===== src/rtl/wrr_pkg.sv =====
// -----------------------------------------------------------------------------
// wrr_pkg
// Shared definitions for the weighted round-robin grant controller:
//   - default channel count and weight width
//   - the grant FSM state encoding
// -----------------------------------------------------------------------------
package wrr_pkg;

    localparam int unsigned WRR_CHANNELS_DEF = 8;
    localparam int unsigned WRR_WEIGHT_W_DEF = 4;

    typedef enum logic [0:0] {
        IDLE  = 1'b0,
        GRANT = 1'b1
    } wrr_state_e;

endpackage : wrr_pkg


===== src/rtl/wrr_prio_pick.sv =====
// -----------------------------------------------------------------------------
// wrr_prio_pick
// Fixed-priority picker: isolates the lowest-index set bit of a vector and
// reports its binary index. Purely combinational.
// Ports:
//   vec    in  WIDTH           candidate vector (may be zero or multi-hot)
//   onehot out WIDTH           lowest set bit of vec, zero if vec is zero
//   idx    out $clog2(WIDTH)   binary index of onehot, zero if vec is zero
// -----------------------------------------------------------------------------
module wrr_prio_pick #(
    parameter int unsigned WIDTH = 8
) (
    input  logic [WIDTH-1:0]         vec,
    output logic [WIDTH-1:0]         onehot,
    output logic [$clog2(WIDTH)-1:0] idx
);

    localparam int unsigned IDX_W = $clog2(WIDTH);
    localparam logic [WIDTH-1:0] VEC_ONE = {{(WIDTH-1){1'b0}}, 1'b1};

    // Two's-complement trick isolates the lowest set bit; the index is the
    // OR of the positions selected by the (at most one) set bit.
    always_comb begin
        onehot = vec & (~vec + VEC_ONE);
        idx    = {IDX_W{1'b0}};
        for (int unsigned i = 0; i < WIDTH; i++) begin
            idx = idx | ({IDX_W{onehot[i]}} & IDX_W'(i));
        end
    end

endmodule : wrr_prio_pick


===== src/rtl/wrr_grant_ctrl.sv =====
// -----------------------------------------------------------------------------
// wrr_grant_ctrl
// Weighted round-robin grant controller. A granted channel keeps the grant for
// up to its effective weight (weight 0 counts as 1) while it keeps requesting;
// then the grant moves to the lowest-index other candidate offered by the
// external next-grant stage, or is renewed if the channel is the sole
// requester.
// Ports:
//   clk      in   clock, rising edge
//   rst      in   asynchronous active-high reset
//   req      in   CHANNELS           per-channel request level
//   next_gnt in   CHANNELS           candidate vector from the next-grant stage
//   weight   in   CHANNELS*WEIGHT_W  packed weights, channel i at [i*W +: W]
//   gnt      out  CHANNELS           registered one-hot / zero grant
//   gnt_id   out  $clog2(CHANNELS)   index of the granted channel, 0 if none
//   busy     out  1                  high while a grant is held
// -----------------------------------------------------------------------------
module wrr_grant_ctrl
    import wrr_pkg::*;
#(
    parameter int unsigned CHANNELS = WRR_CHANNELS_DEF,
    parameter int unsigned WEIGHT_W = WRR_WEIGHT_W_DEF
) (
    input  logic                           clk,
    input  logic                           rst,
    input  logic [CHANNELS-1:0]            req,
    input  logic [CHANNELS-1:0]            next_gnt,
    input  logic [CHANNELS*WEIGHT_W-1:0]   weight,
    output logic [CHANNELS-1:0]            gnt,
    output logic [$clog2(CHANNELS)-1:0]    gnt_id,
    output logic                           busy
);

    localparam int unsigned IDX_W = $clog2(CHANNELS);
    localparam logic [WEIGHT_W-1:0] CREDIT_ONE  = {{(WEIGHT_W-1){1'b0}}, 1'b1};
    localparam logic [WEIGHT_W-1:0] CREDIT_ZERO = {WEIGHT_W{1'b0}};

    wrr_state_e             state_q, state_d;
    logic [CHANNELS-1:0]    gnt_q, gnt_d;
    logic [IDX_W-1:0]       gnt_id_q, gnt_id_d;
    logic                   busy_q, busy_d;
    logic [WEIGHT_W-1:0]    credit_q, credit_d;

    logic [CHANNELS-1:0]    cand_vec_s, cand_oh_s;
    logic [IDX_W-1:0]       cand_idx_s;
    logic [CHANNELS-1:0]    alt_vec_s, alt_oh_s;
    logic [IDX_W-1:0]       alt_idx_s;
    logic                   held_s;
    logic [WEIGHT_W-1:0]    wt_s [CHANNELS];

    // A zero weight still earns one cycle of grant.
    function automatic logic [WEIGHT_W-1:0] eff_weight(input logic [WEIGHT_W-1:0] w);
        return (w == CREDIT_ZERO) ? CREDIT_ONE : w;
    endfunction

    // Unpack the weight bus and form the candidate vectors for both pickers.
    always_comb begin
        for (int unsigned i = 0; i < CHANNELS; i++) begin
            wt_s[i] = weight[i*WEIGHT_W +: WEIGHT_W];
        end
        cand_vec_s = next_gnt & req;
        alt_vec_s  = next_gnt & req & ~gnt_q;
        held_s     = |(req & gnt_q);
    end

    wrr_prio_pick #(.WIDTH(CHANNELS)) u_pick_cand (
        .vec    (cand_vec_s),
        .onehot (cand_oh_s),
        .idx    (cand_idx_s)
    );

    wrr_prio_pick #(.WIDTH(CHANNELS)) u_pick_alt (
        .vec    (alt_vec_s),
        .onehot (alt_oh_s),
        .idx    (alt_idx_s)
    );

    // Next-state and next-output logic of the grant FSM.
    always_comb begin
        state_d  = state_q;
        gnt_d    = gnt_q;
        gnt_id_d = gnt_id_q;
        credit_d = credit_q;
        case (state_q)
            IDLE: begin
                if (cand_oh_s != {CHANNELS{1'b0}}) begin
                    state_d  = GRANT;
                    gnt_d    = cand_oh_s;
                    gnt_id_d = cand_idx_s;
                    credit_d = eff_weight(wt_s[cand_idx_s]);
                end else begin
                    state_d  = IDLE;
                    gnt_d    = {CHANNELS{1'b0}};
                    gnt_id_d = {IDX_W{1'b0}};
                    credit_d = CREDIT_ZERO;
                end
            end
            GRANT: begin
                if (held_s && (credit_q > CREDIT_ONE)) begin
                    credit_d = credit_q - CREDIT_ONE;
                end else if (alt_oh_s != {CHANNELS{1'b0}}) begin
                    gnt_d    = alt_oh_s;
                    gnt_id_d = alt_idx_s;
                    credit_d = eff_weight(wt_s[alt_idx_s]);
                end else if (held_s) begin
                    // Sole requester: renew the same channel with fresh credit.
                    credit_d = eff_weight(wt_s[gnt_id_q]);
                end else begin
                    state_d  = IDLE;
                    gnt_d    = {CHANNELS{1'b0}};
                    gnt_id_d = {IDX_W{1'b0}};
                    credit_d = CREDIT_ZERO;
                end
            end
            default: begin
                state_d  = IDLE;
                gnt_d    = {CHANNELS{1'b0}};
                gnt_id_d = {IDX_W{1'b0}};
                credit_d = CREDIT_ZERO;
            end
        endcase
        busy_d = (state_d == GRANT);
    end

    // FSM state and registered outputs.
    always_ff @(posedge clk or posedge rst) begin
        if (rst) begin
            state_q  <= IDLE;
            gnt_q    <= {CHANNELS{1'b0}};
            gnt_id_q <= {IDX_W{1'b0}};
            busy_q   <= 1'b0;
            credit_q <= CREDIT_ZERO;
        end else begin
            state_q  <= state_d;
            gnt_q    <= gnt_d;
            gnt_id_q <= gnt_id_d;
            busy_q   <= busy_d;
            credit_q <= credit_d;
        end
    end

    assign gnt    = gnt_q;
    assign gnt_id = gnt_id_q;
    assign busy   = busy_q;

endmodule : wrr_grant_ctrl

===== config.mk =====
export PLATFORM = sky130hd
export DESIGN_NAME = wrr_grant_ctrl
export DESIGN_NICKNAME = d
export VERILOG_FILES = /design/src/rtl/wrr_pkg.sv /design/src/rtl/wrr_prio_pick.sv /design/src/rtl/wrr_grant_ctrl.sv
export SDC_FILE = /design/constraint.sdc
export NUM_CORES = 1
export LEC_CHECK = 0
export BUFFER_PORTS_ARGS = -buffer_cell sky130_fd_sc_hd__buf_2
export CAP_MARGIN = 20
export CORE_MARGIN = 1.5
export CORE_UTILIZATION = 53
export DETAILED_ROUTE_END_ITERATION = 7
export PLACE_DENSITY = 0.91
export SLEW_MARGIN = 20
export SYNTH_ARGS = -nofsm -noshare
export SYNTH_HDL_FRONTEND = slang
export SYNTH_SLANG_ARGS = --single-unit

===== constraint.sdc =====
create_clock -name clk -period 3.1 [get_ports clk]
set_input_delay 0.155 -clock clk [delete_from_list [all_inputs] [get_ports clk]]
set_output_delay 0.155 -clock clk [all_outputs]
set_load 0.03 [all_outputs]

Word level (Yosys, flattened, before mapping)
Cells that the tools add are included.
- bits in registers: 16
- output and inout port bits: 12
- logic and storage cells: 77
- $add $sub $neg: 3
- magnitude comparators: 4
- eq/ne operators: 2
- multiplexer cells: 32
- bitwise logic cells: 24
- reductions and logical operators: 8
- operators by type and width (kind ; count):
    4-bit two-way mux ; 13
    8-bit AND ; 5
    4-bit binary-select mux with 3-bit select ; 3
    8-bit two-way mux ; 4
    8-bit NOT ; 3
    3-bit bitwise OR ; 6
    8-bit by 1-bit adder with 8-bit output, second input constant ; 2
    8-bit case mux with 2 select lines ; 1
    8-bit nonzero test ; 2
    4-bit >= comparator, second input constant ; 3
    4-bit logical NOT ; 3
    3-bit two-way mux ; 4
    3-bit NOT with 4-bit output ; 3
    4-bit case mux with 2 select lines ; 1
    8-bit OR reduction ; 1
    2-bit by 3-bit bitwise OR with 3-bit output ; 2
    3-bit case mux with 2 select lines ; 1
    4-bit by 1-bit > comparator with 1-bit output, second input constant ; 1
    1-bit two-way mux ; 4
    1-bit by 2-bit bitwise OR with 2-bit output ; 2
    2-bit bitwise OR ; 2
    4-bit by 1-bit subtractor with 4-bit output, second input constant ; 1
    3-bit by 2-bit != test with 1-bit output, second input constant ; 1
    2-bit != test, second input constant ; 1
    4 further kinds ; 4

Logic depth before layout (Yosys ltp)
Gate-level depths: netlist (run 1).
- word-level depth: 20
- depth in mapped cells: 11
- gate-level depth less buffers: 9

By module
From an unflattened synthesis (run 1), not the netlist that was laid out.
- cell total of the unflattened synthesis: 218
- area, all modules: 2207.1 um^2
- modules (own cells, without submodules) (module ; times used ; cells an instance ; area an instance (um^2) ; sequential area each (um^2)):
    wrr_grant_ctrl ; 1 ; 178 ; 1921.8 ; 400.4
    wrr_prio_pick ; 2 ; 20 ; 142.6 ; 0.0

Least setup slack after synthesis (run 1)
No wires, ideal clock.
- path kind: reg2reg
- start: register gnt_q[0], in the netlist gnt[0]
- end: register credit_q[2]
- data arrival time: 2.290 ns
- data required time: 2.947 ns
- setup slack: 0.657 ns
- stages on the path, launching flop included: 9
- buffers on the path: 0
- period minus slack after synthesis: 2.443 ns
- cell sequence: dfrtp_1 > and3b_4 > nor4_4 > a32oi_4 > mux2i_1 > a21oi_1 > a211oi_2 > o221a_1 > o22ai_1
- word-level cells in the longest chain between the ends: 20
- elaborated cells between the ends (all ways): 25
- those cells by class: add/sub (1); mux (8); bitwise (12); reduce/logical (4)
- RTL lines (item ; RTL line ; RTL):
    start: declaration ; wrr_grant_ctrl.sv:39 ; logic [CHANNELS-1:0] gnt_q, gnt_d;
    start signal: assignment ; wrr_grant_ctrl.sv:129 ; gnt_q <= {CHANNELS{1'b0}};
    start signal: assignment ; wrr_grant_ctrl.sv:135 ; gnt_q <= gnt_d;
    8-bit NOT ; wrr_grant_ctrl.sv:62 ; alt_vec_s = next_gnt & req & ~gnt_q;
    8-bit AND ; wrr_grant_ctrl.sv:62 ;
    8-bit NOT ; wrr_prio_pick.sv:24 ; onehot = vec & (~vec + VEC_ONE);
    8-bit by 1-bit adder with 8-bit output ; wrr_prio_pick.sv:24 ;
    8-bit AND ; wrr_prio_pick.sv:24 ;
    1-bit by 2-bit bitwise OR with 2-bit output ; wrr_prio_pick.sv:27 ; idx = idx | ({IDX_W{onehot[i]}} & IDX_W'(i));
    2-bit bitwise OR ; wrr_prio_pick.sv:27 ;
    2-bit by 3-bit bitwise OR with 3-bit output ; wrr_prio_pick.sv:27 ;
    (+4 left out) ; - ;
    4-bit binary-select mux with 3-bit select ; wrr_grant_ctrl.sv:104 ; credit_d = eff_weight(wt_s[alt_idx_s]);
    4-bit two-way mux (implied by the code) (2 in series) ; wrr_grant_ctrl.sv:104 ;
    4-bit logical NOT ; wrr_grant_ctrl.sv:53 ; return (w == CREDIT_ZERO) ? CREDIT_ONE : w;
    4-bit two-way mux ; wrr_grant_ctrl.sv:53 ;
    4-bit two-way mux ; wrr_grant_ctrl.sv:101 ; end else if (alt_oh_s != {CHANNELS{1'b0}}) begin
    4-bit two-way mux (*) ; wrr_grant_ctrl.sv:99 ; if (held_s && (credit_q > CREDIT_ONE)) begin
    4-bit case mux with 2 select lines (*) ; wrr_grant_ctrl.sv:84 ; case (state_q)
    net credit_d[2] ; wrr_grant_ctrl.sv:42 ; logic [WEIGHT_W-1:0] credit_q, credit_d;
    end signal: assignment ; wrr_grant_ctrl.sv:138 ; credit_q <= credit_d;
    end: declaration ; wrr_grant_ctrl.sv:42 ;
The timed path passes the listed nets; every way through them passes the cells marked *. The select of a mux whose other input is x is not followed.
A chain may end at the register's enable or synchronous reset.

Worst setup path in the final report (run 1)
- start: register gnt_q[0], in the netlist gnt[0]
- end: register credit_q[0]
The elaborated chain is that of the path after synthesis.

==> results of run 1 <==
==> Yosys cell counts, types with 8 or more instances <==
master	count	share of area, %
clkbuf_1	9	1.6
dfrtp_1	16	19
a21oi_1	12	2.8
nand3_1	18	4.2
o21ai_0	30	7.0
nand2_1	39	6.8
mux2i_1	16	7.4
o22ai_1	8	2.3
nor2_1	9	1.6
inv_1	12	2.1
mux4_2	8	8.4
==> worst max-delay path by stage <==
stage | to | slack (ns) | cells past startpoint | start
after CTS | credit_q[0] | 0.55 | 8 | gnt[0]
after global routing | credit_q[2] | 0.31 | 8 | gnt[0]
after global placement | credit_q[0] | 0.61 | 8 | gnt[0]
after floorplan | credit_q[2] | 0.66 | 8 | gnt[0]
after detailed placement | credit_q[0] | 0.57 | 8 | gnt[0]
final | credit_q[0] | 0.46 | 8 | gnt[0]
==> layer usage <==
metal	global-route usage [%]	vias to the layer above	wire (µm)
met5	0	-	0
met2	59.00	193	3568
li1	-	1196	-
met3	8.277	32	823
met4	8.418	0	162
met1	45.41	1180	2965
==> layout make-up <==
| class | instances | area (µm²) |
|---|---|---|
| Clock buffer | 4 | 55.05 |
| Fill cell | 334 | 1202 |
| Inverter | 12 | 45.04 |
| Multi-Input combinational cell | 233 | 1655 |
| Sequential cell | 16 | 400.4 |
| Tap cell | 48 | 60.06 |
| Timing Repair Buffer | 67 | 352.8 |
==> stage by stage <==
stage / cells / setup WS [ns]
after floorplan: 274 / 0.6566
after global placement: 375 / 0.6063
after detailed placement: 375 / 0.5689
after CTS: 380 / 0.5540
after global routing: 380 / 0.3109
final: 380 / 0.4570
==> power by group <==
| group | internal (W) | total, W | leakage, nW | switching (W) |
|---|---|---|---|---|
| sequential | 0.000300 | 0.000449 | 0.203 | 0.000149 |
| combinational | 0.000587 | 0.00145 | 0.919 | 0.000868 |
| clock | 0.000113 | 0.000200 | 0.0288 | 0.0000865 |
| total | 0.00100 | 0.00210 | 1.15 | 0.00110 |
==> state kept, by name (all words and copies together), names as in the netlist <==
register,cells
gnt,8
credit_q,4
gnt_id,3
busy,1
==> logic make-up (layout without fill, tap and decap cells) <==
logic type | after synthesis | after routing | synth area share, %
AOI/OAI and AO/OA | 112 | 112 | 36.90
xor gates and xnor gates | 2 | 2 | 0.8136
adders and majority gates | 2 | 2 | 1.162
buffers and inverters | 25 | 83 | 4.532
DFF | 16 | 16 | 18.59
muxes | 24 | 24 | 15.80
and+or+nand+nor | 93 | 93 | 22.20
==> flow_summary_export.csv, run 1 <==
group,metric,value,unit
timing,tightest_slew,0.7522,ns
finish,postLayoutCellArea,2569,µm²
worst_setup_path,crit_required,3.25,ns
clock_network,cts_tree,"done",
timing,finClkSkew,0.006501,ns
worst_setup_path,worstReg2RegEnd,"credit_q[0]",
pwr,p_leak,1.151,nW
pwr,power_per_cell_area,818.9,nW/µm²
timing,fin_setup_tns,0,ns
route,wl,7.520,mm
worst_setup_path,crit_type,"flop to flop",
clock_network,clock_sinks,16,
route,drc,0,
finish,fin_util,68.12,%
timing,rsz0062_at_grt,"no",
timing,slew_viol_final,0,
route,routed-via-count,2601,
floorplan,die_h,66.74,µm
global_route,grt_usage,35.11,%
global_route,antenna_found_initial,0,
placed_design,port_buffers,61,
route,wl_per_cell,19.79,µm
outcome,run_status,"complete, no violations",
pwr,ir_drop,0.5423,mV
finish,nets,385,
logic_synthesis,syn_area_per_cell,7.859,µm²
timing,max_freq,0.3784,GHz
clock_network,root_buffer,"clkbuf_8",
clock_network,clk_transition_reported_paths,0.08,ns
finish,final_common_cell,"buf_2",
floorplan,io_pins,62,
logic_synthesis,async_flop_share,100.0,%
worst_setup_path,rr_worst_depth,8,
route,viasPerCell,6.845,
global_route,grt_max_degree,19,
pwr,power,0.002104,W
worst_setup_path,end_kind,"flop",
floorplan,start_util,57.10,%
worst_setup_path,cp_slowest_cell,"or2_0",
worst_setup_path,reg2reg_slack,0.46,ns
min_path,hold_path_depth,2,
clock_network,postCtsSetupBuffers,0,
worst_setup_path,r2r-start,"gnt[0]",
worst_setup_path,path_delay_family,"compound AO/OA/AOI/OAI gates",
clock_network,cts_buffer_depth,2,
timing,timing_hold_violations_final,0,
logic_synthesis,synthDistinctLibCells,60,
timing,fin_crit,2.643,ns
floorplan,core.rowCount,22,
floorplan,die_w,66.74,µm
timing,slew_headroom,49.85,%
clock_network,htreeDepth,1,
min_path,hp-class,"input port to flop",
logic_synthesis,ys_ff_latch,16,
logic_synthesis,synth_edf_count,0,
finish,n_antenna_cell,0,
timing,setup_violations,0,
global_route,grt_pass1_wl,11.67,mm
worst_setup_path,startpoint_type,"flop",
clock_network,cts_hold_buf,1,
clock_network,cts_buffers,3,
worst_setup_path,path_cells,"and3b_4 -> or2_0 -> a21oi_4 -> o32ai_1 -> a211oi_1 -> nor2_1 -> a211oi_1 -> o22ai_1",
worst_setup_path,cpPeakStageDelay,0.47,ns
clock_network,clock_latency,0.26,ns
placed_design,gp_congestion,1.022,
finish,syn_to_final_growth,19.29,%
route,first_pass_iters,7,
min_path,hp-start,"next_gnt[4]",
finish,final_cell_mix,"buf_2, nand2_1, o21ai_0",
floorplan,die_area,4454,µm²
logic_synthesis,synth-warning-count,0,
logic_synthesis,ys.flop_type,"dfrtp_1",
logic_synthesis,netlist_area,2153,µm²
worst_setup_path,crit_path_frequent_cell,"a211oi_1",
global_route,gr-total-overflow,0,
placed_design,dpl_cell_area,2504,µm²
finish,drive_gt1_share,26.51,%
route,ant_nets,0,
min_path,min_to,"gnt[4]",
worst_setup_path,path_max_fanout,10,
logic_synthesis,synthesis.nets,326,
timing,hold_ws,0.2017,ns
timing,fin_crit_sh,85.26,%
worst_setup_path,cp.arrival,2.79,ns
logic_synthesis,ys_seq_area_share,18.59,%
route,drtIter0Drc,445,
global_route,grt_pass1_vias,2261,
floorplan,core_region_area,3771,µm²
clock_network,cts_resized,0,
logic_synthesis,synthCells,274,
placed_design,dpl.hpwl,5.811,mm
worst_setup_path,crit_buf_inv,0,
job,cap_viol_max_count,0,
Note: power is estimated with default switching activity, not from simulation.
==> inputs of run 2 (changes only) <==
--- a/config.mk
+++ b/config.mk
@@ -8,9 +8,9 @@
 export BUFFER_PORTS_ARGS = -buffer_cell sky130_fd_sc_hd__buf_2
 export CAP_MARGIN = 20
 export CORE_MARGIN = 1.5
-export CORE_UTILIZATION = 53
+export CORE_UTILIZATION = 57
 export DETAILED_ROUTE_END_ITERATION = 7
-export PLACE_DENSITY = 0.91
+export PLACE_DENSITY = 0.95
 export SLEW_MARGIN = 20
 export SYNTH_ARGS = -nofsm -noshare
 export SYNTH_HDL_FRONTEND = slang
==> constraint.sdc (replaced) <==
create_clock -name clk -period 3.25 [get_ports clk]
set_input_delay 0.1625 -clock clk [delete_from_list [all_inputs] [get_ports clk]]
set_output_delay 0.1625 -clock clk [all_outputs]
set_load 0.03 [all_outputs]
==> flow_summary_export.csv, run 2 (synthesis gave the netlist of run 1 again) <==
group,metric,value,unit
timing,fin_setup_tns,0,ns
job,cap_viol_max_count,0,
route,drc,0,
floorplan,start_util,59.26,%
timing,finClkSkew,0.007877,ns
route,routed-via-count,2726,
finish,drive_gt1_share,26.59,%
timing,slew_viol_final,0,
timing,slew_headroom,50.46,%
clock_network,cts_resized,0,
outcome,violations,"negative hold slack",
worst_setup_path,crit_type,"flop to flop",
route,ant_nets,0,
timing,fin_crit_sh,80.78,%
route,drtIter0Drc,257,
floorplan,io_pins,62,
finish,final_common_cell,"buf_2",
pwr,ir_drop,0.4427,mV
clock_network,htreeDepth,1,
route,viasPerCell,7.193,
global_route,grt_usage,37.07,%
timing,rsz0062_at_grt,"no",
finish,n_antenna_cell,0,
global_route,antenna_found_initial,0,
clock_network,clock_sinks,16,
timing,hold_ws,-0.01302,ns
worst_setup_path,cpPeakStageDelay,0.47,ns
finish,postLayoutCellArea,2559,µm²
clock_network,cts_hold_buf,0,
clock_network,clock_latency,0.25,ns
placed_design,dpl_cell_area,2504,µm²
timing,tightest_slew,0.7430,ns
outcome,run_status,"complete, but fails checks",
worst_setup_path,path_delay_family,"compound AO/OA/AOI/OAI gates",
worst_setup_path,crit_buf_inv,0,
clock_network,cts_buffer_depth,2,
finish,fin_util,70.42,%
route,wl_met3,910,µm
min_path,hp-class,"input port to asynchronous set/reset pin",
pwr,power_per_cell_area,778.7,nW/µm²
timing,fin_crit,2.625,ns
worst_setup_path,cp.arrival,2.76,ns
placed_design,gp_congestion,1.017,
worst_setup_path,crit_required,3.39,ns
finish,syn_to_final_growth,18.83,%
pwr,power,0.001992,W
clock_network,cts_buffers,3,
timing,timing_hold_violations_final,9,
pwr,p_leak,1.147,nW
clock_network,cts_tree,"done",
finish,final_cell_mix,"buf_2, nand2_1, o21ai_0",
floorplan,die_area,4156,µm²
global_route,grt_pass1_wl,12.07,mm
finish,fillCellCount,315,
worst_setup_path,path_cells,"and3b_4 -> or2_0 -> a21oi_4 -> o32ai_1 -> a211oi_1 -> nor2_1 -> a211oi_1 -> o22ai_1",
global_route,grt_max_degree,20,
global_route,gr-total-overflow,0,
floorplan,core_region_area,3633,µm²
clock_network,root_buffer,"clkbuf_8",
timing,max_freq,0.3809,GHz
route,first_pass_iters,6,
route,wl,7.608,mm
timing,setup_violations,0,
global_route,grt_pass1_vias,2415,
finish,nets,384,
worst_setup_path,path_max_fanout,10,
worst_setup_path,cp_slowest_cell,"or2_0",
floorplan,core.rowCount,22,
worst_setup_path,end_kind,"flop",
floorplan,die_h,64.47,µm
worst_setup_path,startpoint_type,"flop",
route,wl_per_cell,20.07,µm
clock_network,clk_transition_reported_paths,0.07,ns
route,wl_met1,2.811,mm
floorplan,die_w,64.47,µm
route,highest_layer,"met4",
route,dr_wl_met2,3.559,mm
finish,largest_reg_flops,8,
placed_design,port_buffers,61,
clock_network,postCtsSetupBuffers,0,
placed_design,dpl.hpwl,5.894,mm
worst_setup_path,crit_path_frequent_cell,"a211oi_1",
[run 2: worst reg2reg max path, delay by kind of cell (launching register included)]
kind | cells | cell delay [ns]
AND/OR/NAND/NOR | 3 | 0.79
flip-flops | 1 | 0.42
AO/OA/AOI/OAI | 5 | 1.29
[run 2: per-layer routing]
layer,track usage (%),up-vias
li1,-,1191
met1,48.50,1242
met2,61.20,243
met3,6.250,50
met4,14.63,0
met5,0,-
[run 2: cell type report]
class / instances / area (µm²) / area share (%)
Sequential cell: 16 / 400.4 / 15.65
Timing Repair Buffer: 66 / 342.8 / 13.40
Inverter: 12 / 45.04 / 1.760
Multi-Input combinational cell: 233 / 1655 / 64.69
Clock buffer: 4 / 55.05 / 2.152
Tap cell: 48 / 60.06 / 2.347
[run 2: through the flow]
| stage | hold WS, ns | setup slack, ns | instances |
|---|---|---|---|
| floorplan | 0.07624 | 0.8066 | 274 |
| global placement | 0.2677 | 0.7611 | 375 |
| detailed placement | 0.2780 | 0.7180 | 375 |
| CTS | 0.005587 | 0.6907 | 379 |
| global route | 0.05025 | 0.5002 | 379 |
| finish | -0.01302 | 0.6247 | 379 |
[run 2: where the power goes]
| part | total (W) | switching [W] | internal, W |
|---|---|---|---|
| Combinational | 0.00138 | 0.000826 | 0.000558 |
| Clock | 0.000182 | 0.0000743 | 0.000108 |
| Sequential | 0.000426 | 0.000140 | 0.000286 |
[run 2: path summary, 6_finish.rpt]
check                            startpoint     endpoint  slack [ns]  cells after the start
worst max register to register       gnt[0]  credit_q[0]        0.62                      8
worst min register to register       gnt[0]       gnt[0]        0.64                      2
worst min-delay path                    rst         busy       -0.01                      2
max in group asynchronous               rst       gnt[5]        2.83                      2
worst max-delay path                 gnt[0]  credit_q[0]        0.62                      8
min in group clk                next_gnt[4]       gnt[4]        0.21                      2
